$ cat src/rtl/mips_pkg.sv
// Shared memory-stage definitions: access-size encoding, LSU state encoding
// and small size/alignment helpers.
package mips_pkg;

   localparam logic [1:0] SIZE_BYTE = 2'd0;
   localparam logic [1:0] SIZE_HALF = 2'd1;
   localparam logic [1:0] SIZE_WORD = 2'd2;
   localparam logic [1:0] SIZE_RSVD = 2'd3;

   typedef enum logic [1:0] {
      LSU_IDLE = 2'd0,
      LSU_REQ  = 2'd1,
      LSU_WAIT = 2'd2,
      LSU_DONE = 2'd3
   } lsu_state_t;

   // The reserved size code behaves exactly like a word access.
   function automatic logic [1:0] norm_size(input logic [1:0] size);
      logic [1:0] result;
      case (size)
         SIZE_BYTE: result = SIZE_BYTE;
         SIZE_HALF: result = SIZE_HALF;
         default:   result = SIZE_WORD;
      endcase
      return result;
   endfunction

   function automatic logic misaligned(input logic [1:0] size, input logic [1:0] addr_lo);
      logic result;
      case (size)
         SIZE_BYTE: result = 1'b0;
         SIZE_HALF: result = addr_lo[0];
         default:   result = (addr_lo != 2'b00);
      endcase
      return result;
   endfunction

endpackage

$ cat src/rtl/load_extend.sv
// Right-justified load data extension: byte/half sign- or zero-extended,
// word passed through unchanged.
module load_extend
   import mips_pkg::*;
#(
   parameter int DATA_WIDTH = 32
) (
   input  logic [1:0]            size,
   input  logic                  sign_extend,
   input  logic [DATA_WIDTH-1:0] raw,
   output logic [DATA_WIDTH-1:0] result
);

   // Replicate the access-width top bit (or zero) into the upper bits.
   always_comb begin
      result = raw;
      case (size)
         SIZE_BYTE: result = {{(DATA_WIDTH-8){sign_extend & raw[7]}}, raw[7:0]};
         SIZE_HALF: result = {{(DATA_WIDTH-16){sign_extend & raw[15]}}, raw[15:0]};
         default:   result = raw;
      endcase
   end

endmodule

$ cat src/rtl/load_store_unit.sv
// Memory-stage load/store unit: IDLE/REQ/WAIT/DONE handshake with the shared
// memory port. Define LSU_UNALIGNED_TRAP_EN to trap misaligned accesses
// (addr_err) instead of silently aligning them.
module load_store_unit
   import mips_pkg::*;
#(
   parameter int ADDR_WIDTH = 32,
   parameter int DATA_WIDTH = 32
) (
   input  logic                  clk,
   input  logic                  rst_n,
   input  logic                  req_valid,
   input  logic                  req_rw,
   input  logic [1:0]            req_size,
   input  logic                  req_sign_extend,
   input  logic [ADDR_WIDTH-1:0] req_addr,
   input  logic [DATA_WIDTH-1:0] req_wdata,
   input  logic [4:0]            req_rd,
   output logic                  stall,
   output logic [ADDR_WIDTH-1:0] mem_addr,
   output logic [DATA_WIDTH-1:0] mem_din,
   input  logic [DATA_WIDTH-1:0] mem_dout,
   output logic [1:0]            mem_access_size,
   output logic                  mem_rw,
   output logic                  mem_enable,
   input  logic                  mem_busy,
   output logic                  wb_valid,
   output logic [4:0]            wb_rd,
   output logic [DATA_WIDTH-1:0] wb_data,
   output logic                  addr_err
);

   lsu_state_t            state_r;
   logic [ADDR_WIDTH-1:0] mem_addr_r;
   logic [DATA_WIDTH-1:0] mem_din_r;
   logic [1:0]            mem_size_r;
   logic                  mem_rw_r;
   logic                  mem_enable_r;
   logic                  sign_r;
   logic [4:0]            rd_r;
   logic                  wb_valid_r;
   logic [4:0]            wb_rd_r;
   logic [DATA_WIDTH-1:0] wb_data_r;
   logic                  addr_err_r;

   logic [1:0]            size_s;
   logic [ADDR_WIDTH-1:0] addr_fix_s;
   logic [DATA_WIDTH-1:0] wdata_mask_s;
   logic [DATA_WIDTH-1:0] ext_s;
   logic                  trap_s;

`ifdef LSU_UNALIGNED_TRAP_EN
   assign trap_s = misaligned(size_s, req_addr[1:0]);
`else
   assign trap_s = 1'b0;
`endif

   // Normalise the request: clear low address bits and mask store data to width.
   always_comb begin
      size_s     = norm_size(req_size);
      addr_fix_s = req_addr;
      if (size_s == SIZE_HALF) begin
         addr_fix_s[0] = 1'b0;
      end else if (size_s == SIZE_WORD) begin
         addr_fix_s[1:0] = 2'b00;
      end else begin
         addr_fix_s = req_addr;
      end
      case (size_s)
         SIZE_BYTE: wdata_mask_s = {{(DATA_WIDTH-8){1'b0}}, req_wdata[7:0]};
         SIZE_HALF: wdata_mask_s = {{(DATA_WIDTH-16){1'b0}}, req_wdata[15:0]};
         default:   wdata_mask_s = req_wdata;
      endcase
   end

   load_extend #(.DATA_WIDTH(DATA_WIDTH)) u_load_extend (
      .size        (mem_size_r),
      .sign_extend (sign_r),
      .raw         (mem_dout),
      .result      (ext_s)
   );

   // Access sequencer; strobes default low so each one lasts a single cycle.
   always_ff @(posedge clk or negedge rst_n) begin
      if (!rst_n) begin
         state_r      <= LSU_IDLE;
         mem_addr_r   <= '0;
         mem_din_r    <= '0;
         mem_size_r   <= 2'd0;
         mem_rw_r     <= 1'b0;
         mem_enable_r <= 1'b0;
         sign_r       <= 1'b0;
         rd_r         <= 5'd0;
         wb_valid_r   <= 1'b0;
         wb_rd_r      <= 5'd0;
         wb_data_r    <= '0;
         addr_err_r   <= 1'b0;
      end else begin
         mem_enable_r <= 1'b0;
         wb_valid_r   <= 1'b0;
         addr_err_r   <= 1'b0;
         case (state_r)
            LSU_IDLE: begin
               if (req_valid && trap_s) begin
                  addr_err_r <= 1'b1;
                  state_r    <= LSU_DONE;
               end else if (req_valid) begin
                  mem_addr_r   <= addr_fix_s;
                  mem_din_r    <= wdata_mask_s;
                  mem_size_r   <= size_s;
                  mem_rw_r     <= req_rw;
                  sign_r       <= req_sign_extend;
                  rd_r         <= req_rd;
                  mem_enable_r <= 1'b1;
                  state_r      <= LSU_REQ;
               end else begin
                  state_r <= LSU_IDLE;
               end
            end
            LSU_REQ: state_r <= LSU_WAIT;
            LSU_WAIT: begin
               if (!mem_busy) begin
                  // Write-back registers only move on a completed load.
                  if (!mem_rw_r) begin
                     wb_data_r  <= ext_s;
                     wb_rd_r    <= rd_r;
                     wb_valid_r <= (rd_r != 5'd0);
                  end
                  state_r <= LSU_DONE;
               end else begin
                  state_r <= LSU_WAIT;
               end
            end
            LSU_DONE: state_r <= LSU_IDLE;
            default:  state_r <= LSU_IDLE;
         endcase
      end
   end

   assign stall = ((state_r == LSU_IDLE) && req_valid) ||
                  (state_r == LSU_REQ) || (state_r == LSU_WAIT);

   assign mem_addr        = mem_addr_r;
   assign mem_din         = mem_din_r;
   assign mem_access_size = mem_size_r;
   assign mem_rw          = mem_rw_r;
   assign mem_enable      = mem_enable_r;
   assign wb_valid        = wb_valid_r;
   assign wb_rd           = wb_rd_r;
   assign wb_data         = wb_data_r;
   assign addr_err        = addr_err_r;

endmodule

$ cat config.mk
export PLATFORM = sky130hd
export DESIGN_NAME = load_store_unit
export DESIGN_NICKNAME = d
export VERILOG_FILES = /design/src/rtl/mips_pkg.sv /design/src/rtl/load_extend.sv /design/src/rtl/load_store_unit.sv
export SDC_FILE = /design/constraint.sdc
export NUM_CORES = 1
export LEC_CHECK = 0
export BUFFER_PORTS_ARGS = -buffer_cell sky130_fd_sc_hd__buf_2
export CORE_MARGIN = 5
export CORE_UTILIZATION = 43
export DETAILED_ROUTE_END_ITERATION = 16
export PLACE_DENSITY = 0.82
export SYNTH_ARGS = -nofsm -noshare
export SYNTH_HDL_FRONTEND = slang
export SYNTH_HIERARCHICAL = 1
export SYNTH_SLANG_ARGS = --single-unit
$ cat constraint.sdc
create_clock -name clk -period 1.6 [get_ports clk]
set_clock_uncertainty 0.1 [all_clocks]
set_input_delay 0.08 -clock clk [delete_from_list [all_inputs] [get_ports clk]]
set_output_delay 0.08 -clock clk [all_outputs]
set_load 0.02 [all_outputs]
==> flow_summary.json, run 1 <==
{
  "status": "complete, but fails checks",
  "violations": "negative setup slack",
  "fmax_ghz": 0.552,
  "diodes": 0,
  "syn_to_final_growth_pct": 67.9,
  "grt_pass1_vias": 4762,
  "synthDistinctLibCells": 31,
  "setup_tns_ps": -4880,
  "netlist_area_mm2": 0.00495,
  "swShare_pct": 36.7,
  "dp_slack_ps": -106,
  "route.detailed.drc": 0,
  "io_pins": 217,
  "fin_ws_ps": -212,
  "io_buffers": 215,
  "clk_pin_slew_worst_paths_ps": 50,
  "drive_gt1_share_pct": 52.9,
  "ys.flop_type": "dfrtp_1",
  "synth_seq_cells": 114,
  "p_leak_nw": 4.17,
  "start_kind": "flop",
  "clk-insertion-delay-late_ps": 400,
  "most-common-layout-cells": "buf_2 (213), dfrtp_1 (113), dlygate4sd3_1 (106)",
  "die-width_um": 117,
  "rsz0062_at_grt": "true",
  "cts-root-buf": "clkbuf_16",
  "avgSynthCellArea_um2": 13.7,
  "drv_cap": 0,
  "power_density_mw_per_mm2": 2030,
  "finalCritPeriodShare_pct": 113,
  "grt_pass1_wl_um": 24600,
  "gp_congestion": 0.816,
  "p_sw_mw": 6.19,
  "async_flop_share_pct": 100,
  "p_comb_share_pct": 46.3,
  "min_path_type": "in2reg",
  "yosysSeqAreaShare_pct": 57.6,
  "criticalPathCategory": "reg2out",
  "core_mm2": 0.0114,
  "min_period_ps": 1810,
  "cts_made_buffers": 17,
  "detail-route-antenna-nets": 0,
  "clock_sinks": 114,
  "final_common_cell": "buf_2",
  "grt.total_usage_pct": 23.8,
  "synth_top_cell_by_area": "dfrtp_1",
  "layout.nets": 816,
  "worstPathRequired_ps": 1420,
  "grt_max_degree": 53,
  "ys_warn_count": 6,
  "avgRoutedWirePerCell_um": 19.7,
  "ys_top_cells_by_area": "dfrtp_1 (58%), mux2_4 (9.1%), mux2_2 (8.0%)",
  "grtUsageMet3_pct": 7.76,
  "p_int_mw": 10.7,
  "synthCells": 362,
  "dp_hpwl_um": 9310,
  "ir_drop_v": 0.00129,
  "synth-edff-count": 0,
  "synth_fp_nets": 475,
  "dieArea_mm2": 0.0138,
  "seq_power_share_pct": 30.4,
  "first_iter_violations": 264,
  "cp_max_fo": 4,
  "fp.dieH_um": 117,
  "setup_viol": 57,
  "grtUsageMet2_pct": 41.4,
  "grt_overflow": 0,
  "finalMaxSlewViolations": 0,
  "p_clk_share_pct": 23.3,
  "grt_busiest_layer": "met2",
  "path_cells": "inv_2 > ha_4 > nand2_4 > inv_6 > or3_4 > buf_6",
  "place_inst": 704,
  "postRouteWirelength_um": 16900,
  "cp_slowest_cell": "dfrtp_1",
  "std_cell_rows": 39,
  "antenna_found_initial": 0,
  "hold_viol_final": 0,
  "drt_pass1_iterations": 5,
  "routed_via_density": 5.05,
  "fin_cells": 859,
  "p_total_mw": 16.9,
  "clockBufferDepth": 2,
  "post-route-util_pct": 73.1,
  "critical_path_arrival_ps": 1630,
  "vias": 4340,
  "cpPeakStageDelay_ps": 390,
  "htreeDepth": 4,
  "endpoint_kind": "primary output",
  "start_util_pct": 43.5,
  "yosys.area.top_type_share_pct": 57.6,
  "cts_tree": "built",
  "use_met1_pct": 25.7
}
## per-layer routing
metal  vias up  share of wire [%]
li1       1940                  -
met1      2095                 37
met2       246                 51
met3        59                8.2
met4         0                4.2
met5         -                  0
## final cells by class
cell class              count  area, um^2
clock inverters             9         126
flip-flops and latches    114        2850
fillers                   681        3060
inverters                  21        83.8
repair buffers            355        2650
clock buffers              23         498
well taps                 143         179
multi-input cells         194        1920
## path summary, 6_finish.rpt
| check | from | end | slack (ps) | cells past startpoint |
|---|---|---|---|---|
| max | state_r[1] | stall | -210 | 6 |
| min | req_size[1] | mem_din[31] | 40 | 3 |
| max reg2reg | state_r[0] | wb_data[9] | -130 | 6 |
| min reg2reg | mem_din[12] | mem_din[12] | 400 | 1 |
| max in group asynchronous | rst_n | mem_rw | 380 | 3 |
| min in group asynchronous | rst_n | mem_din[0] | 150 | 3 |
## sequential cells by signal, indices dropped and copies added (netlist names)
signal,flops
rd_r,5
mem_access_size,2
mem_rw,1
mem_addr,32
mem_din,32
state_r,2
wb_rd,5
mem_enable,1
sign_r,1
wb_valid,1
wb_data,32
## stage by stage
stage | instance area (um^2) | hold slack, ps
CTS | 8150 | 2.43
floorplan | 4980 | -316
global placement | 6150 | -153
global route | 8310 | 36.7
detailed placement | 6150 | -151
finish | 8310 | 36.2
## cells in the mapped netlist, types with 4 or more instances
cell     count
o21ai_1      6
a22o_1       8
buf_6        7
dfrtp_1    114
ha_1         4
buf_2        9
mux2_1      19
mux2_2      35
nand2_1     25
o21ai_2      4
o21ai_0     33
inv_1       20
nand4_1     16
buf_4       11
mux2_4      30
## repair_timing
item / CTS / global route
setup endpoints to repair: 98 / 78
gates resized for setup: 34 / 30
hold endpoints to repair: 217 / 0
gates cloned: 4 / 5
setup buffers: 6 / 4
pin swaps: 0 / 2
hold buffers: 107 / 0
## kinds of logic (layout without fill, tap and decap cells)
group | Yosys count | count (layout) | synth area share (%)
buf+inv | 54 | 408 | 7.20
mux | 85 | 85 | 21.8
fa+ha+maj | 4 | 4 | 1.01
compound gates | 53 | 53 | 6.42
simple gates | 51 | 51 | 5.81
flops | 114 | 114 | 57.6
other cells | 1 | 1 | 0.0758
## worst max-delay path: cells and delay by family (launching register included)
kind                       cells  cell delay, ps
buffers and inverters          3             260
DFF                            1             390
adders and majority gates      1             170
and+or+nand+nor                2             400
## power groups by stage
stage	registers, mW	logic (mW)	clock network, mW
CTS	5.08	7.37	3.98
finish	5.14	7.81	3.93
detailed placement	5.06	6.47	0
floorplan	6.49	2.84	0
global placement	4.99	6.25	0
global route	5.29	8.26	4.14
No activity file was read; power rests on OpenSTA's default activity.
==> run 2, diff against run 1 <==
- SETUP_SLACK_MARGIN: not set -> 0.1
==> flow_summary.json, run 2 (synthesis results as in run 1) <==
{
  "antenna_found_initial": 0,
  "die-width_um": 117,
  "start_kind": "flop",
  "route.detailed.drc": 0,
  "cp_max_fo": 2,
  "postRouteWirelength_um": 17500,
  "dp_hpwl_um": 9070,
  "rsz0062_at_grt": "true",
  "start_util_pct": 43.5,
  "dieArea_mm2": 0.0138,
  "grt_max_degree": 50,
  "worstPathRequired_ps": 1420,
  "clock_sinks": 114,
  "critical_path_arrival_ps": 1730,
  "std_cell_rows": 39,
  "io_buffers": 215,
  "htreeDepth": 4,
  "grt_pass1_wl_um": 25600,
  "cpPeakStageDelay_ps": 370,
  "place_inst": 703,
  "finalMaxSlewViolations": 0,
  "clk-insertion-delay-late_ps": 400,
  "rr_worst_depth": 9,
  "grt.total_usage_pct": 24.7,
  "core_mm2": 0.0114,
  "syn_to_final_growth_pct": 73.2,
  "routed_via_density": 5.06,
  "vias": 4395,
  "grt_pass1_vias": 4913,
  "min_path_type": "in2reg",
  "cts-root-buf": "clkbuf_16",
  "min_period_ps": 1910,
  "grt_overflow": 0,
  "clockBufferDepth": 2,
  "path_cells": "inv_2 > ha_4 > nand2_4 > inv_6 > buf_12 > or3_4 > buf_6",
  "diodes": 0,
  "io_pins": 217,
  "p_leak_nw": 4.30,
  "ir_drop_v": 0.00135,
  "fp.dieH_um": 117,
  "avgRoutedWirePerCell_um": 20.1,
  "violations": "negative setup slack",
  "drv_cap": 0,
  "worstHoldPathCells": 4,
  "setup_viol": 102,
  "layout.nets": 825,
  "hold_viol_final": 0,
  "power_density_mw_per_mm2": 2020,
  "drive_gt1_share_pct": 56.3,
  "criticalPathCategory": "reg2out",
  "cts_made_buffers": 17,
  "most-common-layout-cells": "buf_2 (213), dfrtp_1 (113), dlygate4sd3_1 (104)",
  "gp_congestion": 0.781,
  "finalCritPeriodShare_pct": 119,
  "clk_pin_slew_worst_paths_ps": 50,
  "fin_cells": 868,
  "drt_pass1_iterations": 4,
  "cp_slowest_cell": "dfrtp_1",
  "post-route-util_pct": 75.4,
  "detail-route-antenna-nets": 0,
  "status": "complete, but fails checks",
  "final_common_cell": "buf_2",
  "first_iter_violations": 240,
  "fmax_ghz": 0.524,
  "fin_ws_ps": -307,
  "cts_tree": "built",
  "endpoint_kind": "primary output"
}
[run 2: cell types whose count changed in the layout (fill, tap and decap cells not counted), moves of 2 or more]
cell,before,now
o21ai_2,5,21
mux2_2,17,2
mux2_4,67,82
o21ai_0,26,15
buf_8,0,6
o21ai_1,12,6
buf_16,2,6
clkbuf_8,5,2
buf_4,13,15
clkinv_2,4,6
clkinvlp_4,1,3
dlygate4sd3_1,106,104
[run 2: path summary, 6_finish.rpt]
kind / startpoint / endpoint / slack [ps]
max in group asynchronous: rst_n / mem_addr[17] / 670
min reg2reg: wb_data[17] / wb_data[17] / 410
min in group asynchronous: rst_n / mem_addr[13] / 80
max reg2reg: state_r[0] / wb_data[4] / -290
min: mem_dout[15] / wb_data[15] / 30
max: state_r[1] / stall / -310
[run 2: metrics by stage]
| stage | setup TNS (ps) | hold WS (ps) | power (mW) | worst slack [ps] | cell area (um^2) |
|---|---|---|---|---|---|
| 2_1_floorplan | -647 | -316 | 9.33 | -13.8 | 4980 |
| 3_3_place_gp | -1530 | -43.4 | 11.2 | -39.3 | 6150 |
| 3_5_place_dp | -4180 | -41.5 | 11.5 | -83.5 | 6150 |
| 4_1_cts | -12320 | 3.44 | 16.6 | -293 | 8380 |
| 5_1_grt | -18670 | 43.6 | 18.2 | -366 | 8570 |
| 6_report | -13870 | 27.5 | 17.3 | -307 | 8570 |
[run 2: cell type report]
cell class	instances	area (um^2)
well taps	143	179
clock inverters	11	113
flip-flops and latches	114	2850
clock buffers	21	460
multi-input cells	194	2050
fillers	680	2800
inverters	21	83.8
repair buffers	364	2830
[run 2: timing repair]
item                                    4_1_cts  5_1_grt
gates cloned                                  9        4
hold endpoints to repair                    217        0
endpoints found under the setup margin       92      108
buffers inserted                             17        5
hold buffers                                104        0
resized for setup                            91       42
pin swaps                                     4        2
[run 2: metal layers]
metal  GRT usage [%]  routed length [um]
met5               0                   0
met4            11.9                 589
met3            7.15                1250
met2            43.6                9110
met1            27.3                6530
[run 2: power breakdown]
group          total, mW  internal [mW]  switching (mW)
Combinational       8.55           4.27            4.28
Sequential          5.16           4.25           0.911
Clock               3.63           2.35            1.27
Total               17.3           10.9            6.46
[run 2: worst max-delay path: cells and delay by family (launching register included)]
family        cells  cell delay (ps)
fa+ha+maj         1              170
buf+inv           4              350
flops             1              370
simple gates      2              430
==> run 3, diff against run 2 <==
- CTS_BUF_LIST: not set -> sky130_fd_sc_hd__clkbuf_8 sky130_fd_sc_hd__clkbuf_16
==> flow_summary.json, run 3 (synthesis results as in run 1) <==
{
  "drt_pass1_iterations": 4,
  "final_common_cell": "buf_2",
  "p_int_mw": 10.9,
  "layout.nets": 825,
  "p_clk_share_pct": 20.9,
  "fin_cells": 868,
  "setup_tns_ps": -13870,
  "most-common-layout-cells": "buf_2 (213), dfrtp_1 (113), dlygate4sd3_1 (104)",
  "core_mm2": 0.0114,
  "multiInputGateArea_mm2": 0.00205,
  "status": "complete, but fails checks",
  "finalCritPeriodShare_pct": 119,
  "cts_made_buffers": 17,
  "htreeDepth": 4,
  "std_cell_rows": 39,
  "grt_max_degree": 50,
  "syn_to_final_growth_pct": 73.2,
  "io_pins": 217,
  "vias": 4393,
  "dp_slack_ps": -83.5,
  "rr_worst_depth": 9,
  "rsz0062_at_grt": "true",
  "final_area_mm2": 0.00857,
  "dp_hpwl_um": 9070,
  "p_total_mw": 17.3,
  "diodes": 0,
  "drive_gt1_share_pct": 56.3,
  "criticalPathCategory": "reg2out",
  "clk_pin_slew_worst_paths_ps": 50,
  "worstHoldPathCells": 4,
  "cp_top_family": "simple AND/OR/NAND/NOR gates",
  "placed_area_mm2": 0.00615,
  "gp_congestion": 0.781,
  "cp_max_fo": 2,
  "clock_sinks": 114,
  "endpoint_kind": "primary output",
  "power_density_mw_per_mm2": 2020,
  "setup_viol": 102,
  "postRouteWirelength_um": 17500,
  "cts-root-buf": "clkbuf_16",
  "swShare_pct": 37.3,
  "cts_tree": "built",
  "critical_path_arrival_ps": 1730,
  "seq_power_share_pct": 29.8,
  "grt.total_usage_pct": 24.7,
  "fill_cells": 680,
  "fin_ws_ps": -307,
  "route.detailed.drc": 0,
  "die-width_um": 117,
  "hold_viol_final": 0,
  "min_period_ps": 1910,
  "cp_slowest_cell": "dfrtp_1",
  "path_cells": "inv_2 > ha_4 > nand2_4 > inv_6 > buf_12 > or3_4 > buf_6",
  "crit_cells": 7,
  "p_comb_share_pct": 49.4,
  "dieArea_mm2": 0.0138,
  "avgRoutedWirePerCell_um": 20.1,
  "violations": "negative setup slack",
  "grt_overflow": 0,
  "cpPeakStageDelay_ps": 370,
  "place_inst": 703,
  "timing.rr.end": "wb_data[4]",
  "drv_cap": 0,
  "fmax_ghz": 0.524,
  "finalMaxSlewViolations": 0,
  "first_iter_violations": 242,
  "crit_buf_inv": 4,
  "clk-insertion-delay-late_ps": 400,
  "fp.dieH_um": 117,
  "hp-start": "mem_dout[15]",
  "p_leak_nw": 4.31,
  "grt_pass1_wl_um": 25600,
  "routed_via_density": 5.06,
  "regArea_mm2": 0.00285,
  "ir_drop_v": 0.00135,
  "p_sw_mw": 6.46,
  "clockBufferDepth": 2,
  "worstPathRequired_ps": 1420,
  "start_util_pct": 43.5,
  "antenna_found_initial": 0,
  "detail-route-antenna-nets": 0,
  "hold_path_end": "wb_data[15]",
  "grt_pass1_vias": 4913,
  "min_path_type": "in2reg",
  "start_kind": "flop",
  "reg2reg_from": "state_r[0]",
  "io_buffers": 215,
  "ff2ff_setup_slack_ps": -290
}
[run 3: cell types whose count changed in the layout (fill, tap and decap cells not counted), sizes merged]
cell / change
inv: +2
clkbuf: -2
[run 3: power by group through the flow]
stage	Clock (mW)	Sequential, mW	Combinational, mW
floorplan	0	6.49	2.84
global placement	0	4.99	6.25
detailed placement	0	5.07	6.43
CTS	3.66	5.07	7.90
global route	3.83	5.30	9.03
finish	3.61	5.16	8.55
[run 3: how the worst max path moves through the flow]
stage / end / slack, ps / from
2_1_floorplan: mem_addr[0] / -10 / state_r[0]
3_3_place_gp: wb_data[6] / -40 / state_r[0]
3_5_place_dp: wb_data[4] / -80 / state_r[0]
4_1_cts: stall / -290 / state_r[1]
5_1_grt: stall / -370 / state_r[1]
6_report: stall / -310 / state_r[1]
[run 3: metal layers]
metal  up-vias  share of wire, %  global-route usage, %
met5         -                 0                      0
met4         0               3.4                   11.9
met3        52               7.2                   7.15
met2       219                52                   43.6
met1      2164                37                   27.3
li1       1958                 -                      -
[run 3: worst min-delay path, cell delays in order]
cell	delay (ps)
buf_2	120
o21ai_0	90
nand2_1	70
mux2_4	130
[run 3: through the flow]
step / hold WS, ps / utilization [%]
floorplan: -316 / -
CTS: 3.44 / 73.7
detailed placement: -41.5 / 54.1
global route: 43.3 / 75.4
global placement: -43.4 / 54.1
finish: 28.2 / 75.4
[run 3: repair_timing]
action,CTS,global route
resized for setup,91,42
hold endpoints to repair,217,0
cloned,9,4
hold buffers,104,0
pin swaps,4,2
endpoints found under the setup margin,92,108
buffers inserted,17,5
[run 3: final cells by class]
class / instances / share of cell area [%]
Sequential cell: 114 / 33.3
Timing Repair Buffer: 364 / 33.0
Multi-Input combinational cell: 194 / 24.0
Clock buffer: 19 / 5.28
Tap cell: 143 / 2.09
Clock inverter: 13 / 1.40
Inverter: 21 / 0.978
